### src/rtl/decode_issue_queue.sv
// Decode-to-execute issue queue: a DEPTH-entry FIFO of decoded bundles with a
// per-GPR pending-write scoreboard that holds the head back on RAW hazards.
module decode_issue_queue #(
  parameter int PAYLOAD_W = 160,
  parameter int DEPTH     = 4,
  parameter int RADDR_W   = 5,
  parameter int PEND_W    = 2
) (
  input  logic                       clock,
  input  logic                       reset,
  input  logic                       valid_pre_i,
  output logic                       ready_pre_o,
  input  logic [PAYLOAD_W-1:0]       payload_i,
  input  logic                       rena1_i,
  input  logic [RADDR_W-1:0]         raddr1_i,
  input  logic                       rena2_i,
  input  logic [RADDR_W-1:0]         raddr2_i,
  input  logic                       dec_wena_i,
  input  logic [RADDR_W-1:0]         dec_waddr_i,
  output logic                       valid_post_o,
  input  logic                       ready_post_i,
  output logic [PAYLOAD_W-1:0]       payload_o,
  output logic [RADDR_W-1:0]         waddr_o,
  input  logic                       flush_i,
  input  logic                       commit_wena_i,
  input  logic [RADDR_W-1:0]         commit_waddr_i,
  output logic [$clog2(DEPTH):0]     count_o,
  output logic                       stall_o,
  output logic                       err_o
);

  localparam int                AW       = $clog2(DEPTH);
  localparam int                NREG     = 2 ** RADDR_W;
  localparam logic [PEND_W-1:0] PEND_MAX = '1;
  localparam logic [AW:0]       FULL     = (AW + 1)'(DEPTH);

  logic [PAYLOAD_W-1:0] r_payload [DEPTH];
  logic                 r_rena1   [DEPTH];
  logic [RADDR_W-1:0]   r_raddr1  [DEPTH];
  logic                 r_rena2   [DEPTH];
  logic [RADDR_W-1:0]   r_raddr2  [DEPTH];
  logic                 r_wena    [DEPTH];
  logic [RADDR_W-1:0]   r_waddr   [DEPTH];

  logic [AW-1:0] r_wptr;
  logic [AW-1:0] r_rptr;
  logic [AW:0]   r_count;
  logic          r_err;

  logic [NREG-1:0][PEND_W-1:0] w_pend;

  logic                 w_h_rena1;
  logic [RADDR_W-1:0]   w_h_raddr1;
  logic                 w_h_rena2;
  logic [RADDR_W-1:0]   w_h_raddr2;
  logic                 w_h_wena;
  logic [RADDR_W-1:0]   w_h_waddr;
  logic                 w_nonempty;
  logic                 w_hazard;
  logic                 w_push;
  logic                 w_issue;
  logic                 w_commit;

  assign w_h_rena1  = r_rena1[r_rptr];
  assign w_h_raddr1 = r_raddr1[r_rptr];
  assign w_h_rena2  = r_rena2[r_rptr];
  assign w_h_raddr2 = r_raddr2[r_rptr];
  assign w_h_wena   = r_wena[r_rptr];
  assign w_h_waddr  = r_waddr[r_rptr];

  assign w_nonempty = (r_count != '0);

  // The last term keeps a fourth in-flight write from overflowing its counter.
  assign w_hazard = (w_h_rena1 && (w_h_raddr1 != '0) && (w_pend[w_h_raddr1] != '0)) ||
                    (w_h_rena2 && (w_h_raddr2 != '0) && (w_pend[w_h_raddr2] != '0)) ||
                    (w_h_wena  && (w_h_waddr  != '0) && (w_pend[w_h_waddr] == PEND_MAX));

  assign ready_pre_o  = (r_count != FULL);
  assign valid_post_o = w_nonempty && !w_hazard && !flush_i;
  assign stall_o      = w_nonempty && w_hazard;
  assign payload_o    = r_payload[r_rptr];
  assign waddr_o      = w_h_wena ? w_h_waddr : '0;
  assign count_o      = r_count;
  assign err_o        = r_err;

  assign w_push   = valid_pre_i && ready_pre_o && !flush_i;
  assign w_issue  = valid_post_o && ready_post_i;
  assign w_commit = commit_wena_i && (commit_waddr_i != '0);

  always_ff @(posedge clock or negedge reset) begin
    if (!reset) begin
      for (int i = 0; i < DEPTH; i++) begin
        r_payload[i] <= '0;
        r_rena1[i]   <= 1'b0;
        r_raddr1[i]  <= '0;
        r_rena2[i]   <= 1'b0;
        r_raddr2[i]  <= '0;
        r_wena[i]    <= 1'b0;
        r_waddr[i]   <= '0;
      end
    end else if (w_push) begin
      r_payload[r_wptr] <= payload_i;
      r_rena1[r_wptr]   <= rena1_i;
      r_raddr1[r_wptr]  <= raddr1_i;
      r_rena2[r_wptr]   <= rena2_i;
      r_raddr2[r_wptr]  <= raddr2_i;
      r_wena[r_wptr]    <= dec_wena_i;
      r_waddr[r_wptr]   <= dec_waddr_i;
    end
  end

  // Pointers are exactly AW bits wide so they wrap modulo DEPTH on their own.
  always_ff @(posedge clock or negedge reset) begin
    if (!reset) begin
      r_wptr  <= '0;
      r_rptr  <= '0;
      r_count <= '0;
    end else if (flush_i) begin
      r_wptr  <= '0;
      r_rptr  <= '0;
      r_count <= '0;
    end else begin
      if (w_push)
        r_wptr <= r_wptr + 1'b1;
      if (w_issue)
        r_rptr <= r_rptr + 1'b1;
      case ({w_push, w_issue})
        2'b10:   r_count <= r_count + 1'b1;
        2'b01:   r_count <= r_count - 1'b1;
        default: r_count <= r_count;
      endcase
    end
  end

  always_ff @(posedge clock or negedge reset) begin
    if (!reset)
      r_err <= 1'b0;
    else if (w_commit && (w_pend[commit_waddr_i] == '0))
      r_err <= 1'b1;
  end

  // Scoreboard survives flush: bundles already issued will still commit.
  generate
    for (genvar gi = 0; gi < NREG; gi++) begin : g_pend
      if (gi == 0) begin : g_x0
        assign w_pend[gi] = '0;
      end else begin : g_reg
        logic              w_inc;
        logic              w_dec;
        logic [PEND_W-1:0] r_cnt;

        assign w_inc = w_issue && w_h_wena && (w_h_waddr == RADDR_W'(gi));
        assign w_dec = w_commit && (commit_waddr_i == RADDR_W'(gi));

        always_ff @(posedge clock or negedge reset) begin
          if (!reset)
            r_cnt <= '0;
          else if (w_inc && !w_dec)
            r_cnt <= r_cnt + 1'b1;
          else if (w_dec && !w_inc && (r_cnt != '0))
            r_cnt <= r_cnt - 1'b1;
        end

        assign w_pend[gi] = r_cnt;
      end
    end
  endgenerate

endmodule

### config.mk
export PLATFORM = sky130hd
export DESIGN_NAME = decode_issue_queue
export DESIGN_NICKNAME = d
export VERILOG_FILES = /design/src/rtl/decode_issue_queue.sv
export SDC_FILE = /design/constraint.sdc
export NUM_CORES = 1
export LEC_CHECK = 0
export CAP_MARGIN = 10
export CORE_MARGIN = 10
export CORE_UTILIZATION = 58
export CTS_CLUSTER_DIAMETER = 40
export CTS_CLUSTER_SIZE = 30
export DETAILED_ROUTE_END_ITERATION = 10
export PLACE_DENSITY = 0.83
export SYNTH_ARGS = -nofsm -noshare
export SYNTH_HDL_FRONTEND = slang
export SYNTH_SLANG_ARGS = --single-unit
### constraint.sdc
create_clock -name clock -period 4.6 [get_ports clock]
set_clock_uncertainty 0.2 [all_clocks]
set_input_delay 1.38 -clock clock [delete_from_list [all_inputs] [get_ports clock]]
set_output_delay 1.38 -clock clock [all_outputs]
set_load 0.02 [all_outputs]
Yosys cells after proc, flatten, opt, wreduce, memory -nomap -nowiden
Index checks and enable logic that the tools add are counted.
W data, S select, Z words.
{ "op_classes": {"add_sub_neg": 66, "magnitude_cmp": 7, "eq_ne": 66, "muxes": 111, "bitwise": 2, "reduce_logical": 310} }
{ "op_table": {"columns": ["operator", "count"], "rows": [
  ["$bwmux W640", 1],
  ["$mux W160", 3],
  ["$bmux W160 S2", 1],
  ["$demux W160 S2", 1],
  ["$logic_and A1 B1 Y1", 171],
  ["$eq A5 B5 Y1 const B", 32],
  ["$mux W2", 70],
  ["$reduce_bool A2 Y1", 66],
  ["$eq A5 B4 Y1 const B", 16],
  ["$add A2 B1 Y2 const B", 33],
  ["$logic_not A1 Y1", 64],
  ["$sub A2 B1 Y2 const B", 31],
  ["$bwmux W20", 3],
  ["$bmux W2 S5", 4],
  ["$eq A5 B3 Y1 const B", 8],
  ["$mux W5", 8],
  ["$bmux W5 S2", 3],
  ["$lt A5 B6 Y1 const B", 4],
  ["$eq A5 B2 Y1 const B", 4],
  ["$reduce_bool A5 Y1", 4],
  ["$bwmux W4", 3],
  ["$demux W5 S2", 1],
  ["$eq A5 B1 Y1 const B", 2],
  ["$mux W1", 7],
  ["other kinds (15)", 22]
]} }
{ "word_totals": {"register_bits": 782, "word_cells": 625} }

Logic depth before layout (Yosys ltp)
{ "logic_depth": {"depth_word": 21, "ltp_mapped": 16, "mapped_depth_nobuf": 11} }

Least setup slack after synthesis
Ideal clock, no wire load.
{ "synth_path": {"path_kind": "flip-flop to output port", "start": "reg r_rptr[0]", "end": "out valid_post_o", "arrival_ns": 3.006, "path_slack_ns": 0.014, "path_stages_with_launch": 14, "path_cell_list": "dfrtp_1 > buf_6 > buf_6 > mux4_2 > buf_4 > mux2i_1 > nor3b_1 > a31oi_1 > a22o_1 > o31ai_2 > nand3_2 > buf_6 > buf_6 > nor3_1"} }
{ "synth_via": {"elab_chain_len": 13, "word_cells_on_any_way": 42} }
{ "synth_lines": {"columns": ["element", "line_no", "source"], "rows": [
  ["start: declaration", "46", "logic [AW-1:0] r_rptr;"],
  ["start signal: assignment", "126", "r_rptr <= r_rptr + 1'b1;"],
  ["$not A2 Y3 (not written as such) *", null, null],
  ["$bmux W5 S2 (on tied branches)", "65, 67", null],
  ["$mux W5 (on tied branches) (2 in series)", "65, 67", null],
  ["$bmux W2 S5 (on tied branches)", "74, 75", null],
  ["$mux W2 (on tied branches)", "74, 75", null],
  ["$reduce_bool A2 Y1 (on tied branches)", "74, 75", null],
  ["$logic_and A1 B1 Y1 (on tied branches)", "74, 75", null],
  ["$logic_or A1 B1 Y1", "74", "assign w_hazard = (w_h_rena1 && (w_h_raddr1 != '0) && (w_pend[w_h_raddr1] != '0)) ||"],
  ["$logic_or A1 B1 Y1 *", "75", "(w_h_rena2 && (w_h_raddr2 != '0) && (w_pend[w_h_raddr2] != '0)) ||"],
  ["$logic_not A1 Y1 *", "79", "assign valid_post_o = w_nonempty && !w_hazard && !flush_i;"],
  ["$logic_and A1 B1 Y1 * (2 in series)", "79", null],
  ["end: declaration", "20", "output logic valid_post_o,"]
]} }
Mark *: on every way between the ends. The rest lies on a longest branch, timed or not. The select of a mux whose other input is x is not followed.

Worst setup path in the final report
Same ends and word-level chain as after synthesis.

==> flow_metrics.tcl <==
set metrics [dict create \
    status "finished with violations" \
    violations "setup timing" \
    rows 91 \
    design_area_um2 46400 \
    fillers 3757 \
    power.share.clock_pct 24.5 \
    synth_common_cells "782 x dfrtp_1, 720 x mux2_2, 182 x mux4_2" \
    finalCritPeriodShare_pct 111 \
    cts-hold-fix-buffers 0 \
    p_per_area_nw_per_um2 755 \
    pin_count 361 \
    drt-wirelength-per-cell_um 26.3 \
    cp_top_family "compound AO/OA/AOI/OAI gates" \
    die_w_um 271 \
    start_util_pct 58.9 \
    yosysWarnings 0 \
    area_growth_pct 27.2 \
    drc_errors 0 \
    synth_area_leaders "dfrtp_1 54%, mux2_2 22%, mux4_2 11%, nor2_1 1.1%, nand2_1 1.1%" \
    htree_levels 3 \
    setup_ws_ns -0.511 \
    syn_inst 2520 \
    finalMaxSlewViolations 0 \
    syn_avg_cell_area_um2 14.5 \
    end_kind "output port" \
    yosys.area.top_type "dfrtp_1" \
    worstPathRequired_ns 3.02 \
    rsz0062_at_grt "yes" \
    gr-usage-all-layers_pct 28.1 \
    final_layout_size_suffix_gt1_share_pct 43.2 \
    seq_power_share_pct 33.4 \
    cp.arrival_ns 3.53 \
    period_minus_slack_ns 5.11 \
    via_per_inst 6.16 \
    grt_overflow_total 0 \
    cts-root-buf "clkbuf_16" \
    finalSetupViolations 3 \
    cp_max_fo 6 \
    die_h_um 271 \
    first_iter_violations 1557 \
    clock_latency_ns 0.66 \
    switching_share_pct 35.2 \
    crit_slowest_cell "mux4_2" \
    slew_headroom_pct 43.2 \
    min_path_type "reg -> reg" \
    cts_buffer_depth 3 \
    synth_edf_count 0 \
    peakVddDrop_v 0.000550 \
    antenna_found_initial 27 \
    synth_top_area_share_pct 53.6 \
    dp_slack_ns -0.404 \
    syn-num-nets 2714 \
    fmax_mhz 196 \
    grt_pass1_wl_um 161000 \
    grt_max_degree 93 \
    drt-total-wl_um 104000 \
    internal_power_uw 22700 \
    vias 24400 \
    dr.pass1.iters 7 \
    cts_inserted_buffers 110 \
    dp_hpwl_um 69300 \
    synthArstFlopShare_pct 100 \
    place_area_um2 42000 \
    dieArea_um2 73300 \
    hold_depth 1 \
    worst_pin_slew_ns 0.852 \
    ant_nets 0 \
    slowest_delay_ns 0.63 \
    cts_tree "built" \
    combPwrFrac_pct 42.1 \
    power_switching_uw 12300 \
    path_cells "buf_12 -> mux4_2 -> buf_6 -> nor3_4 -> a21oi_2 -> a31oi_1 -> a31oi_2 -> o31ai_4 -> buf_6 -> nand3_4 -> nor3_4 -> buf_6" \
    crit_top_cell "buf_6" \
    fin_nets 3203 \
    ys_seq_area_share_pct 53.6 \
    port_buffers 360 \
    fin_util_pct 74.9 \
    cap_violations 0 \
    final_hold_viol_count 0 \
    clock_sinks 782 \
    first_global_vias 26900 \
    startpoint_type "register" \
    rr_worst_depth 15 \
    synth_seq_cells 782 \
    synth.distinct_cells 72 \
    critPathKind "reg -> out" \
    path_clk_slew_ns 0.05 \
    synth-main-ff-cell "dfrtp_1" \
    path_depth 12 \
    p_leak_uw 0.0201 \
    crit_buf_inv 4 \
    place.gp.congestion 0.948 \
    synth_area_um2 36500 \
    synth.most_common_cell "dfrtp_1" \
    core-area_um2 61900 \
]
per-layer routing:
| layer | vias up | track usage (%) | share of wire [%] |
|---|---|---|---|
| met5 | - | 0 | 0.12 |
| met3 | 242 | 7.49 | 6.6 |
| met4 | 16 | 12.8 | 4.0 |
| li1 | 10500 | - | - |
| met1 | 12900 | 33.6 | 38 |
| met2 | 793 | 47.2 | 51 |
registers in the layout, indices dropped and copies added (netlist names), 4 cells and up:
register and flops:
r_payload 640, g_pend.g_reg.r_cnt 62, r_raddr1 20, r_raddr2 20
r_waddr 20, r_rena1 4, r_rena2 4, r_wena 4
power by group through the flow:
stage	registers [µW]	clock network, µW	logic [µW]
detailed placement	11600	0	14300
global route	12000	9010	15600
CTS	11600	8680	14600
global placement	11300	0	13900
finish	11700	8570	14700
floorplan	10900	0	9090
placed cells by master, fill, tap and decap left out, types with 18 or more instances in the layout:
cell type,instances
buf_4,132
nor3_1,28
dfrtp_1,780
inv_1,22
clkdlybuf4s50_1,285
nand3_1,41
mux4_2,183
clkinv_4,20
clkinvlp_4,19
a21oi_1,36
diode_2,19
a211oi_1,18
mux2_2,720
o21ai_0,45
dlygate4sd2_1,66
clkbuf_16,110
buf_12,30
nor2_1,110
nand2_1,103
mux2i_1,22
kinds of logic after synthesis:
family | Yosys count | share of synthesized area [%]
DFF | 782 | 53.6
AOI/OAI and AO/OA | 195 | 3.65
and+or+nand+nor | 418 | 6.05
buffers and inverters | 182 | 2.06
muxes | 925 | 34.1
xor gates and xnor gates | 13 | 0.312
adders and majority gates | 5 | 0.192
layout make-up:
| class | instances | area, µm² | area share (%) |
|---|---|---|---|
| clock buffers | 128 | 2920 | 6.29 |
| clock inverters | 77 | 896 | 1.93 |
| flip-flops and latches | 782 | 19600 | 42.2 |
| repair buffers | 535 | 5450 | 11.7 |
| inverters | 22 | 82.6 | 0.178 |
| diodes | 19 | 47.5 | 0.102 |
| well taps | 837 | 1050 | 2.26 |
| multi-input cells | 1558 | 16400 | 35.3 |
final timing paths:
| check | startpoint | to | slack (ns) |
|---|---|---|---|
| hold reg to reg | err_o | err_o | 0.27 |
| min in group asynchronous | reset | r_payload[176] | 0.57 |
| setup reg to reg | r_rptr[0] | count_o[2] | -0.02 |
| hold / removal | err_o | err_o | 0.27 |
| setup / recovery | r_rptr[0] | valid_post_o | -0.51 |
| max in group asynchronous | reset | r_payload[250] | 2.45 |
what timing repair did:
item | CTS | global route
gates cloned | 9 | 0
buffers inserted | 5 | 6
hold endpoints to repair | 0 | 0
pin swaps | 8 | 9
gates resized for setup | 120 | 25
setup endpoints to repair | 154 | 20
worst reg2reg max path: cells and delay by family, from the launching register on:
kind                     cells  cell delay (ns)
AND/OR/NAND/NOR              5             1.05
AO/OA/AOI/OAI                2             0.23
multiplexers                 3             1.07
buffers and inverters        4             1.06
adder cells (fa/ha/maj)      1             0.42
flip-flops                   1             0.50
stage by stage:
stage               power, µW  instances  TNS [ns]  hold slack (ns)
finish                  35000       3958     -1.03            0.267
global placement        25200       3714     -2.41            0.241
floorplan               20000       2520         0            0.274
global route            36600       3957     -1.60            0.287
CTS                     34900       3933    -0.979            0.265
detailed placement      25900       3714     -1.57            0.256
Power figures use the tool's default switching activity.
